==> config.mk <==
export PLATFORM = sky130hd
export DESIGN_NAME = midi_note_rx
export DESIGN_NICKNAME = d
export VERILOG_FILES = /design/src/rtl/midi_pkg.sv /design/src/rtl/midi_uart_rx.sv /design/src/rtl/midi_note_rx.sv
export SDC_FILE = /design/constraint.sdc
export NUM_CORES = 1
export LEC_CHECK = 0
export ABC_AREA = 1
export ABC_CLOCK_PERIOD_IN_PS = 1400
export CORE_AREA = 5 5 93 95
export CTS_CLUSTER_SIZE = 40
export DETAILED_ROUTE_END_ITERATION = 7
export DIE_AREA = 0 0 98 100
export PLACE_DENSITY_LB_ADDON = 0.1
export SYNTH_ARGS = -nofsm -noshare
export SYNTH_HDL_FRONTEND = slang
export SYNTH_SLANG_ARGS = --single-unit
==> constraint.sdc <==
create_clock -name clk_i -period 1.4 [get_ports clk_i]
set_input_delay 0.14 -clock clk_i [delete_from_list [all_inputs] [get_ports clk_i]]
set_output_delay 0.14 -clock clk_i [all_outputs]
set_load 0.01 [all_outputs]
==> src/rtl/midi_pkg.sv <==
`default_nettype none
// ============================================================================
//  Module   : midi_pkg
//  Purpose  : Shared MIDI constants and state encodings for the note receiver.
//             Holds the status-byte constants, the reset pitch, and the
//             receiver/parser state types.
//  Ports    : none (package)
//  Revision : 1.0  initial release
// ============================================================================
package midi_pkg;

    // Status byte constants (channel nibble zero)
    localparam logic [7:0] MIDI_NOTE_OFF = 8'h80;
    localparam logic [7:0] MIDI_NOTE_ON  = 8'h90;
    localparam logic [7:0] MIDI_SYSTEM   = 8'hF0;
    localparam logic [7:0] MIDI_REALTIME = 8'hF8;

    // Pitch presented after reset: A4
    localparam logic [7:0] NOTE_RESET = 8'd69;

    typedef enum logic [1:0] {
        RX_IDLE  = 2'd0,
        RX_START = 2'd1,
        RX_DATA  = 2'd2,
        RX_STOP  = 2'd3
    } rx_state_e;

    typedef enum logic [1:0] {
        PS_WAIT  = 2'd0,
        PS_DATA1 = 2'd1,
        PS_DATA2 = 2'd2,
        PS_SKIP  = 2'd3
    } parser_state_e;

    typedef enum logic [1:0] {
        RS_NONE     = 2'd0,
        RS_NOTE_ON  = 2'd1,
        RS_NOTE_OFF = 2'd2
    } run_status_e;

    // Real-time bytes may appear anywhere and never disturb message parsing
    function automatic logic is_realtime(input logic [7:0] b);
        return (b >= MIDI_REALTIME);
    endfunction

endpackage
`default_nettype wire

==> src/rtl/midi_uart_rx.sv <==
`default_nettype none
// ============================================================================
//  Module   : midi_uart_rx
//  Purpose  : 8N1 serial byte receiver for the MIDI line.
//  Ports    : clk_i       system clock (rising edge)
//             nrst_i      asynchronous active-low reset
//             rx_i        asynchronous serial line, idle high
//             data_o      last good byte received
//             valid_o     one-cycle strobe, cycle after a good stop sample
//             frameErr_o  one-cycle pulse when the stop bit reads low
//  Revision : 1.0  initial release
// ============================================================================
module midi_uart_rx
    import midi_pkg::*;
#(
    parameter int F_CLK_HZ = 10_000_000,
    parameter int BAUD     = 31_250
) (
    input  logic       clk_i,
    input  logic       nrst_i,
    input  logic       rx_i,
    output logic [7:0] data_o,
    output logic       valid_o,
    output logic       frameErr_o
);

    localparam int DIV   = F_CLK_HZ / BAUD;
    localparam int HALF  = DIV / 2;
    localparam int CNT_W = $clog2(DIV + 1);
    localparam logic [CNT_W-1:0] DIV_LAST  = CNT_W'(DIV - 1);
    localparam logic [CNT_W-1:0] HALF_LAST = CNT_W'(HALF - 1);

    logic             rx_meta_q;
    logic             rx_sync_q;
    logic             rx_prev_q;
    rx_state_e        state_q,    state_d;
    logic [CNT_W-1:0] cnt_q,      cnt_d;
    logic [2:0]       bit_idx_q,  bit_idx_d;
    logic [7:0]       shift_q,    shift_d;
    logic [7:0]       data_q,     data_d;
    logic             valid_q,    valid_d;
    logic             ferr_q,     ferr_d;
    // Set after a low stop bit; holds the receiver until the line is idle
    logic             stop_err_q, stop_err_d;

    always_ff @(posedge clk_i or negedge nrst_i) begin
        if (!nrst_i) begin
            rx_meta_q  <= 1'b1;
            rx_sync_q  <= 1'b1;
            rx_prev_q  <= 1'b1;
            state_q    <= RX_IDLE;
            cnt_q      <= '0;
            bit_idx_q  <= 3'd0;
            shift_q    <= 8'd0;
            data_q     <= 8'd0;
            valid_q    <= 1'b0;
            ferr_q     <= 1'b0;
            stop_err_q <= 1'b0;
        end else begin
            rx_meta_q  <= rx_i;
            rx_sync_q  <= rx_meta_q;
            rx_prev_q  <= rx_sync_q;
            state_q    <= state_d;
            cnt_q      <= cnt_d;
            bit_idx_q  <= bit_idx_d;
            shift_q    <= shift_d;
            data_q     <= data_d;
            valid_q    <= valid_d;
            ferr_q     <= ferr_d;
            stop_err_q <= stop_err_d;
        end
    end

    always_comb begin
        state_d    = state_q;
        cnt_d      = cnt_q;
        bit_idx_d  = bit_idx_q;
        shift_d    = shift_q;
        data_d     = data_q;
        valid_d    = 1'b0;
        ferr_d     = 1'b0;
        stop_err_d = stop_err_q;

        case (state_q)
            RX_IDLE: begin
                cnt_d = '0;
                if (rx_prev_q && !rx_sync_q) begin
                    state_d = RX_START;
                end
            end
            RX_START: begin
                if (cnt_q == HALF_LAST) begin
                    // Start-bit midpoint: a high line here was only a glitch
                    cnt_d     = '0;
                    bit_idx_d = 3'd0;
                    state_d   = rx_sync_q ? RX_IDLE : RX_DATA;
                end else begin
                    cnt_d = cnt_q + CNT_W'(1);
                end
            end
            RX_DATA: begin
                if (cnt_q == DIV_LAST) begin
                    cnt_d     = '0;
                    shift_d   = {rx_sync_q, shift_q[7:1]};
                    bit_idx_d = bit_idx_q + 3'd1;
                    if (bit_idx_q == 3'd7) begin
                        state_d = RX_STOP;
                    end
                end else begin
                    cnt_d = cnt_q + CNT_W'(1);
                end
            end
            RX_STOP: begin
                if (stop_err_q) begin
                    if (rx_sync_q) begin
                        stop_err_d = 1'b0;
                        state_d    = RX_IDLE;
                    end
                end else if (cnt_q == DIV_LAST) begin
                    cnt_d = '0;
                    if (rx_sync_q) begin
                        data_d  = shift_q;
                        valid_d = 1'b1;
                        state_d = RX_IDLE;
                    end else begin
                        ferr_d     = 1'b1;
                        stop_err_d = 1'b1;
                    end
                end else begin
                    cnt_d = cnt_q + CNT_W'(1);
                end
            end
            default: state_d = RX_IDLE;
        endcase
    end

    assign data_o     = data_q;
    assign valid_o    = valid_q;
    assign frameErr_o = ferr_q;

endmodule
`default_nettype wire

==> src/rtl/midi_note_rx.sv <==
`default_nettype none
// ============================================================================
//  Module   : midi_note_rx
//  Purpose  : Monophonic MIDI Note On/Off decoder for one channel, with
//             running status and last-note priority.
//  Ports    : clk_i       system clock (rising edge)
//             nrst_i      asynchronous active-low reset
//             rx_i        asynchronous MIDI serial line, idle high
//             note_o      current note number (bit 7 always 0)
//             velocity_o  velocity of the last accepted Note On
//             gate_o      high while the current note is held
//             phaseRst_o  one-cycle pulse per accepted Note On
//             frameErr_o  one-cycle pulse per byte with a low stop bit
//  Revision : 1.0  initial release
// ============================================================================
module midi_note_rx
    import midi_pkg::*;
#(
    parameter int         F_CLK_HZ = 10_000_000,
    parameter int         BAUD     = 31_250,
    parameter logic [3:0] CHANNEL  = 4'd0
) (
    input  logic       clk_i,
    input  logic       nrst_i,
    input  logic       rx_i,
    output logic [7:0] note_o,
    output logic [6:0] velocity_o,
    output logic       gate_o,
    output logic       phaseRst_o,
    output logic       frameErr_o
);

    logic [7:0] rx_byte;
    logic       rx_valid;

    midi_uart_rx #(
        .F_CLK_HZ (F_CLK_HZ),
        .BAUD     (BAUD)
    ) u_uart_rx (
        .clk_i      (clk_i),
        .nrst_i     (nrst_i),
        .rx_i       (rx_i),
        .data_o     (rx_byte),
        .valid_o    (rx_valid),
        .frameErr_o (frameErr_o)
    );

    parser_state_e pstate_q,    pstate_d;
    run_status_e   rs_q,        rs_d;
    logic [6:0]    pend_q,      pend_d;
    logic [7:0]    note_q,      note_d;
    logic [6:0]    vel_q,       vel_d;
    logic          gate_q,      gate_d;
    logic          phase_rst_q, phase_rst_d;

    always_ff @(posedge clk_i or negedge nrst_i) begin
        if (!nrst_i) begin
            pstate_q    <= PS_WAIT;
            rs_q        <= RS_NONE;
            pend_q      <= 7'd0;
            note_q      <= NOTE_RESET;
            vel_q       <= 7'd0;
            gate_q      <= 1'b0;
            phase_rst_q <= 1'b0;
        end else begin
            pstate_q    <= pstate_d;
            rs_q        <= rs_d;
            pend_q      <= pend_d;
            note_q      <= note_d;
            vel_q       <= vel_d;
            gate_q      <= gate_d;
            phase_rst_q <= phase_rst_d;
        end
    end

    logic ch_match;
    assign ch_match = (rx_byte[3:0] == CHANNEL);

    always_comb begin
        pstate_d    = pstate_q;
        rs_d        = rs_q;
        pend_d      = pend_q;
        note_d      = note_q;
        vel_d       = vel_q;
        gate_d      = gate_q;
        phase_rst_d = 1'b0;

        if (rx_valid && !is_realtime(rx_byte)) begin
            if (rx_byte >= MIDI_SYSTEM) begin
                rs_d     = RS_NONE;
                pstate_d = PS_WAIT;
            end else if (rx_byte[7]) begin
                if (ch_match && rx_byte[7:4] == MIDI_NOTE_ON[7:4]) begin
                    rs_d     = RS_NOTE_ON;
                    pstate_d = PS_DATA1;
                end else if (ch_match && rx_byte[7:4] == MIDI_NOTE_OFF[7:4]) begin
                    rs_d     = RS_NOTE_OFF;
                    pstate_d = PS_DATA1;
                end else begin
                    rs_d     = RS_NONE;
                    pstate_d = PS_SKIP;
                end
            end else begin
                case (pstate_q)
                    PS_WAIT: begin
                        if (rs_q != RS_NONE) begin
                            pend_d   = rx_byte[6:0];
                            pstate_d = PS_DATA2;
                        end
                    end
                    PS_DATA1: begin
                        pend_d   = rx_byte[6:0];
                        pstate_d = PS_DATA2;
                    end
                    PS_DATA2: begin
                        // Message complete; stay armed for running status
                        pstate_d = PS_DATA1;
                        if (rs_q == RS_NOTE_ON && rx_byte[6:0] != 7'd0) begin
                            note_d      = {1'b0, pend_q};
                            vel_d       = rx_byte[6:0];
                            gate_d      = 1'b1;
                            phase_rst_d = 1'b1;
                        end else if ({1'b0, pend_q} == note_q) begin
                            // Releasing an older note leaves the held one alone
                            gate_d = 1'b0;
                        end
                    end
                    default: ;
                endcase
            end
        end
    end

    assign note_o     = note_q;
    assign velocity_o = vel_q;
    assign gate_o     = gate_q;
    assign phaseRst_o = phase_rst_q;

endmodule
`default_nettype wire

Word-level counts from Yosys, hierarchy flattened

Cells that the tools add are included.

Bits of input ports: 3
Register bits: 63

Multiplexer cells: 44
Bitwise gates (word level): 3
Add/subtract/negate cells: 2
$lt $le $gt $ge: 2
Equal/unequal tests: 20
Reduce and logical (&&, ||, !) cells: 26

Operators by type and width:

| operator              | count |
|---|---|
| $pmux W9 S4           | 1 |
| $mux W2               | 17 |
| $mux W9               | 3 |
| $reduce_and A5 Y1     | 4 |
| $ge A8 B8 Y1 const B  | 2 |
| $mux W1               | 16 |
| $pmux W7 S2           | 1 |
| $reduce_bool A2 Y1    | 5 |
| $add A9 B1 Y9 const B | 1 |
| $eq A9 B8 Y1 const B  | 1 |
| $eq A9 B9 Y1 const B  | 1 |
| $eq A4 B4 Y1 const B  | 2 |
| $ne A2 B1 Y1 const B  | 4 |
| $pmux W2 S4           | 1 |
| $eq A7 B7 Y1          | 1 |
| $mux W7               | 1 |
| $reduce_bool A7 Y1    | 1 |
| $eq A2 B1 Y1 const B  | 3 |
| $eq A2 B2 Y1 const B  | 3 |
| $mux W3               | 2 |
| $pmux W2 S3           | 1 |
| $pmux W3 S2           | 1 |
| $reduce_and A3 Y1     | 2 |
| $logic_and A1 B1 Y1   | 5 |
| 12 further kinds      | 18 |

Logic depth before layout (Yosys ltp)

Depth in word-level cells: 7
Depth in mapped cells: 10
Gate-level depth less buffers: 10

Hierarchy

A second synthesis with hierarchy kept.

Cells, all modules: 389
Area, all modules: 3,178.0 sq um

By module, submodules not included:

| module       | seq. area each (sq um) | area an instance (sq um) | instances | cells an instance |
|---|---|---|---|---|
| midi_uart_rx | 904.6                  | 1,795.5                  | 1         | 212 |
| midi_note_rx | 679.4                  | 1,382.6                  | 1         | 177 |

Worst setup path after synthesis

No wires, ideal clock.

Path type: register -> register
Start point: reg u_uart_rx.state_q[0]
End point: reg u_uart_rx.state_q[0]
Slack: -14 ps
Data arrival time: 1,291 ps
Cell stages (with the launch flop): 10
Period minus slack after synthesis: 1,414 ps
Cell sequence: dfrtp_1 > inv_1 > ha_1 > inv_1 > nor2_1 > nand3b_1 > inv_1 > nand2_1 > o21ai_0 > nand2_1

Word-level cells in the longest chain between the ends: 4
Elaborated cells between the ends (all ways): 14
Those cells by class: 8 x eq/ne; 4 x mux; 2 x reduce/logical

RTL lines:

| what                   | line               | source |
|---|---|---|
| from (decl)            | midi_uart_rx.sv:36 | `rx_state_e state_q, state_d;` |
| from (signal assigned) | midi_uart_rx.sv:63 | `state_q <= state_d;` |
| $mux W2 (3 in series)  | --                 |  |
| $pmux W2 S4            | midi_uart_rx.sv:84 | `case (state_q)` |

Parallel ways exist; a longest one is shown, timed or not. The select of a mux whose other input is x is not followed.
A chain may end at the register's enable or synchronous reset.

==> metrics.log <==
[metrics] non-filler instance count after layout: 507
[metrics] #FFs+latches synth: 63
[metrics] max-cap violation count: 0
[metrics] time the worst path needs with I/O delays and setup: roughly 1.4 ns
[metrics] Die Outline Area: 9800 um2
[metrics] number of warning messages in the yosys log: 0
[metrics] fraction of layout instances using a drive strength above 1: between 30% and 40%
[metrics] CP max FO: 3
[metrics] area growth from synthesis to final layout: 35.7%
[metrics] latest clock arrival within the worst-skew pair: 0.34 ns
[metrics] Netlist cell types: 33
[metrics] Placeable Area: 7650 um2
[metrics] clock buffer count from CTS: 9
[metrics] Vias: around 2,300
[metrics] post-detailed-route count of antenna-violating nets: 0
[metrics] data arrival at the endpoint of the critical path: 1.72 ns
[metrics] largest net degree at the start of global routing: 30
[metrics] final worst-path setup slack: -0.0414 ns
[metrics] clock transition at the registers of the reported paths: 0.08 ns
[metrics] number of standard cells after synthesis: around 340
[metrics] first-pass GRT wire length: 10,100 um
[metrics] maximum level of the CTS H-tree: 3
[metrics] wire length reported by the detailed router: 6220 um
[metrics] Area contributors post-synth: dfrtp_1 (48%), nand2_1 (13%), dfstp_2 (5.3%), inv_1 (5.1%), o21ai_0 (3.8%)
[metrics] number of input and output port buffers inserted: 19
[metrics] depth of the worst register-to-register path: 10
[metrics] nature of the critical path endpoint: flop
[metrics] number of buffers between clock root and the deepest sink: 2
[metrics] die extent in y: 100 um
[metrics] setup skew after layout: 0.0117 ns
[metrics] post-route fraction of the period consumed by the critical path: 103%
[metrics] Syn Std Cell Area: around 3000 um2
[metrics] wire length per cell after detailed routing: 12.3 um
[metrics] violation count after the first detailed-route iteration: between 90 and 100
[metrics] Synth Net Count: between 300 and 400
[metrics] n_diodes: 0
[metrics] DP Wirelength: about 4200 um
[metrics] leakage power: 0.00205 uW
[metrics] routability congestion estimate: 0.760
[metrics] First-pass DRT Iterations: 4
[metrics] number of sinks driven by the clock tree: 63
[metrics] PwrDens: about 1200 nW/um2
[metrics] effective utilization at floorplan: 39.2%
[metrics] Layout Nets: between 400 and 500
[metrics] instance count after placement with tap cells included: 483
[metrics] run status: finished with violations
[metrics] required time at the endpoint of the critical path: 1.68 ns
[metrics] cell area after placement: 3480 um2
[metrics] top-area cell type share of the netlist area: 47.6%
[metrics] setup total negative slack: -0.253 ns
[metrics] TritonCTS clock tree: built
[metrics] path type of the worst min-delay path: input port to asynchronous set/reset pin
[metrics] global routing usage summed across all routing layers: 12.6%
[metrics] mean instance size in the synthesized netlist: 8.77 um2
[metrics] via count of the first global-routing pass: 2,168
[metrics] violations in the final reports: setup timing
[metrics] leading area contributor after synthesis: dfrtp_1
[metrics] worst voltage drop across the vdd grid: 0.689 mV
[metrics] commonest non-fill, non-tap cell in the layout: nand2_1
[metrics] Finished Cell Area: 4070 um2
[metrics] fraction of the yosys area taken by sequential cells: a little over half
[metrics] Placement Rows: 32
[metrics] kind of launch point of the worst setup path: flop
[metrics] # DRC: 0
[metrics] initial antenna violation count: 0
[metrics] final count of pins violating max slew: 0
[metrics] critical setup path kind: flop to flop
[metrics] boundary pin count: 21
[metrics] average via count per standard cell: 4.58
[metrics] CTS Root Buffer Type: clkbuf_8
[metrics] grt ovf: 0
[metrics] unrepaired setup endpoints after global routing: yes
[metrics] number of failing hold endpoints at the final stage: 0
[metrics] x dimension of the die: 98 um
[metrics] final count of negative-setup-slack endpoints: 17
[metrics] leading cell types in the layout, fill and taps excluded: nand2_1 (82), dfrtp_1 (56), inv_1 (35)
[metrics] maximum clock rate: 694 MHz
==> worst max-delay path, stage by stage, from the launching register on <==
cell,delay [ns]
dfrtp_1,0.41
ha_4,0.17
nand3_4,0.10
nor2_4,0.15
nand2_4,0.08
buf_6,0.13
nand2_4,0.06
nand2_4,0.05
nor2_4,0.11
nand3_2,0.07
nand2_1,0.05
==> layout make-up <==
cell class | count | area (um2)
Fill cell | 707 | 3580
Sequential cell | 63 | 1590
Multi-Input combinational cell | 230 | 1440
Timing Repair Buffer | 53 | 500
Inverter | 43 | 166
Tap cell | 102 | 128
Clock buffer | 9 | 124
Clock inverter | 7 | 121
==> registers in the layout, indices dropped and copies added, names as in the netlist, named ones only <==
signal                flops
gate_o                    1
note_o                    7
pend_q                    7
phaseRst_o                1
pstate_q                  2
rs_q                      2
u_uart_rx.bit_idx_q       3
u_uart_rx.cnt_q           9
u_uart_rx.data_o          8
u_uart_rx.frameErr_o      1
u_uart_rx.rx_meta_q       1
u_uart_rx.rx_prev_q       1
u_uart_rx.rx_sync_q       1
u_uart_rx.shift_q         8
u_uart_rx.state_q         1
u_uart_rx.stop_err_q      1
u_uart_rx.valid_o         1
velocity_o                7
==> path summary, 6_finish.rpt <==
| kind | from | end | slack [ns] |
|---|---|---|---|
| worst max-delay path | u_uart_rx.cnt_q[0] | flop | -0.04 |
| worst min-delay path | nrst_i | note_o[3] | 0.21 |
| worst max register to register | u_uart_rx.cnt_q[0] | flop | -0.04 |
| worst min register to register | u_uart_rx.rx_meta_q | u_uart_rx.rx_sync_q | 0.36 |
| max in group asynchronous | nrst_i | u_uart_rx.rx_meta_q | 0.61 |
| min in group clk_i | rx_i | u_uart_rx.rx_meta_q | 0.21 |
==> Yosys cell counts <==
master	instances
nand4_1	1
clkbuf_1	1
nand4_4	1
inv_2	2
nor3_1	3
nor2_1	15
buf_4	1
nor3_2	1
nand2_2	5
xor2_1	6
dfstp_2	6
nor2_2	3
inv_1	41
o21ai_0	23
conb_1	1
ha_1	7
o21ai_2	7
nand3_1	9
o21a_1	1
and2_1	1
nor4_4	1
buf_6	5
xnor2_1	2
nand2_1	107
nand3_4	1
o21ai_1	16
a21oi_1	10
o22ai_1	1
dfrtp_1	57
or2_2	2
nand3_2	2
buf_2	1
nand3b_1	2
==> layer usage <==
metal  up-vias  part of all wire (%)  global-route usage [%]
met5         -                     0                       0
met4         0                   1.0                    4.15
met1      1077                    51                    17.9
li1       1202                     -                       -
met2        37                    44                    18.6
met3         7                   3.6                    3.47
==> logic make-up after synthesis <==
| family | Yosys count | share of synthesized area, % |
|---|---|---|
| compound gates | 58 | 10.7 |
| fa+ha+maj | 7 | 2.92 |
| other cells | 1 | 0.125 |
| flops | 63 | 52.8 |
| xor+xnor | 8 | 2.34 |
| buf+inv | 51 | 7.80 |
| simple gates | 154 | 23.3 |
==> report_power, final <==
part | total, uW | internal [uW] | switching (uW)
clock network | 1940 | 1180 | 760
logic | 1050 | 431 | 618
registers | 1930 | 1880 | 48.1
total | 4930 | 3500 | 1430
==> repair_timing <==
| action | CTS | global route |
|---|---|---|
| setup endpoints to repair | 42 | 57 |
| gates cloned | 0 | 3 |
| hold buffers | 1 | 0 |
| setup buffers | 0 | 4 |
| pin swaps | 9 | 22 |
| endpoints found under the hold margin | 38 | 0 |
| gates resized for setup | 35 | 61 |
==> metrics by stage <==
step	util [%]	hold WS [ns]	worst slack, ns	power, uW
floorplan	-	-0.156	0.00886	2440
global placement	45.5	0.0441	-0.0349	2710
detailed placement	45.5	0.0472	-0.0790	2710
CTS	49.7	0.190	-0.00550	4800
global route	53.2	0.191	-0.151	5190
finish	53.2	0.207	-0.0414	4930
Power figures use the tool's default switching activity.
==> variant, RTL diff (config.mk and constraints unchanged) <==
Add an input register stage for `rx_i`, cleared by the reset; this delays it by one clock.
--- a/src/rtl/midi_note_rx.sv
+++ b/src/rtl/midi_note_rx.sv
@@ -30,6 +30,16 @@
     output logic       frameErr_o
 );
 
+    logic rx_q;
+
+    always_ff @(posedge clk_i or negedge nrst_i) begin
+        if (!nrst_i) begin
+            rx_q <= '0;
+        end else begin
+            rx_q <= rx_i;
+        end
+    end
+
     logic [7:0] rx_byte;
     logic       rx_valid;
 
@@ -39,7 +49,7 @@
     ) u_uart_rx (
         .clk_i      (clk_i),
         .nrst_i     (nrst_i),
-        .rx_i       (rx_i),
+        .rx_i       (rx_q),
         .data_o     (rx_byte),
         .valid_o    (rx_valid),
         .frameErr_o (frameErr_o)
Behaviour: no difference found for any inputs over 10 cycles, from zero or initial values and one cycle with nrst_i low; that may be too few to reach the edited logic, so the function may still have changed.
==> variant against the original RTL <==
The flow still finishes with violations (negative setup slack); global-route usage grew 0.96 points; final area shrank 2.3%; non-clock buffer count shrank 3; synthesized area grew 2.3%; setup slack gained 0.0068 ns; total power shrank 9.6%; sequential cell count grew 1; wire length shrank 1.3%; die area is the same; combinational power shrank 19%; largest power group is now sequential cells.
==> variant: results (changes against the original RTL) <==
Detailed routing
  – Wire length on met3: 214 µm (-4.5%)
  – Total Wirelength: 6.139 mm (-1.3%)
  – Detailed-router iteration count before antenna repair: 5 (+1)
  – WL met1: 2.991 mm (-5.6%)
  – Violation count after the first detailed-route iteration: 99 (+7.6%)
  – Via count: 2308 (-0.65%)

Power and ir drop
  – Total power density per cell area: 1121 nW/µm² (-7.4%)
  – Net switching share of the total power: 28.02% (-0.93 points)
  – Lkg Pwr: 2.029 nW (-1.2%)
  – Max VDD drop: 0.4722 mV (-31%)
  – Part of the power in registers: 44.3% (+5.1 points)
  – Combinational power: 0.855 mW (-19%)

Placed design
  – RD Place Congestion: 0.8051 (+5.9%)
  – Place WS: -0.06217 ns (+0.01688 ns)
  – HPWL after detailed placement: 4.193 mm (-0.21%)

Global routing
  – Wire length of the first global-routing pass: 10.54 mm (+4.6%)
  – Largest net degree at the start of global routing: 65 (+120%)
  – Tot GR Track Use: 13.55% (+0.96 points)

Timing
  – Total setup violations reported at the end of the flow: 2 (-15)
  – Setup TNS: -0.04322 ns (+0.2097 ns)
  – Final Worst Setup Slack: -0.03468 ns (+0.006757 ns)
  – Clock skew: 0.01231 ns (+0.0006050 ns)
  – Worst-case hold slack: 0.2481 ns (+0.04142 ns)

Final layout
  – Inserted Diodes: 0 (unchanged)
  – Number of fill cells in the layout: 719 (+1.7%)
  – Nets: 409 (-0.24%)
  – Fraction of final layout cells sized beyond drive strength 1: 31.02% (-0.59 points)

Critical path
  – Length in cells of the worst reg-to-reg path: 9 (-1)
  – Worst Path Arrival: 1.66 ns (-0.06 ns)
  – Timing startpoint of the critical path: u_uart_rx.cnt_q[1]$_DFFE_PN0P_

Min path
  – Hold WC Path Type: primary input to flip-flop

Outcome
  – Violated checks: negative setup slack
  – Status: finished with violations

Yosys
  – Net count after synthesis: 355 (+0.85%)
  – Number of different library cells in the post-synthesis netlist: 32 (-3.0%)
  – Sequential cell area fraction in the yosys report: 52.47% (-0.37 points)
  – Ranking of synthesized cells by instance count: sky130_fd_sc_hd__nand2_1 (105), sky130_fd_sc_hd__dfrtp_1 (58), sky130_fd_sc_hd__inv_1 (38)

Clock tree
  – Register clock-pin slew on the reported worst setup and hold paths: about 0.070 ns
==> variant: cell types whose count changed after synthesis, moves of 3 or more <==
cell and change:
sky130_fd_sc_hd__o21ai_2 +11, sky130_fd_sc_hd__o21ai_1 -8, sky130_fd_sc_hd__inv_2 +4, sky130_fd_sc_hd__inv_1 -3
sky130_fd_sc_hd__o21ai_0 -3
==> variant: through the flow <==
stage | std cells | cell area (µm²)
global placement | 487 | 3551
CTS | 505 | 3850
detailed placement | 487 | 3551
global route | 505 | 3974
finish | 505 | 3974
floorplan | 345 | 3072
==> variant: what timing repair did <==
| item | CTS | global route |
|---|---|---|
| hold buffers | 1 | 0 |
| cloned | 1 | 0 |
| pin swaps | 8 | 8 |
| endpoints found under the setup margin | 37 | 40 |
| endpoints found under the hold margin | 58 | 0 |
| gates resized for setup | 37 | 34 |
| buffers inserted | 1 | 0 |
==> variant: kinds of logic (layout without fill, tap and decap cells) <==
kind of cell,Yosys count,after routing,synth area share [%]
adders and majority gates,7,7,2.856
AOI/OAI and AO/OA,59,59,12.00
DFF,64,64,52.47
and+or+nand+nor,153,154,22.28
other,1,1,0.1223
buffers and inverters,53,110,7.996
xor gates and xnor gates,8,8,2.285
==> variant: layer usage <==
layer,vias up,GRT usage [%]
met3,8,2.919
met4,0,6.177
li1,1196,-
met1,1066,18.48
met2,38,20.73
met5,-,0
==> variant: layout make-up <==
cell class / instances / area [µm²] / share of cell area [%]
clock buffer: 12 / 165.2 / 4.156
clock inverter: 3 / 40.04 / 1.008
inverter: 45 / 176.4 / 4.440
multi-input combinational: 229 / 1391 / 35.01
sequential: 64 / 1612 / 40.55
tap: 102 / 127.6 / 3.212
timing repair buffer: 50 / 461.7 / 11.62
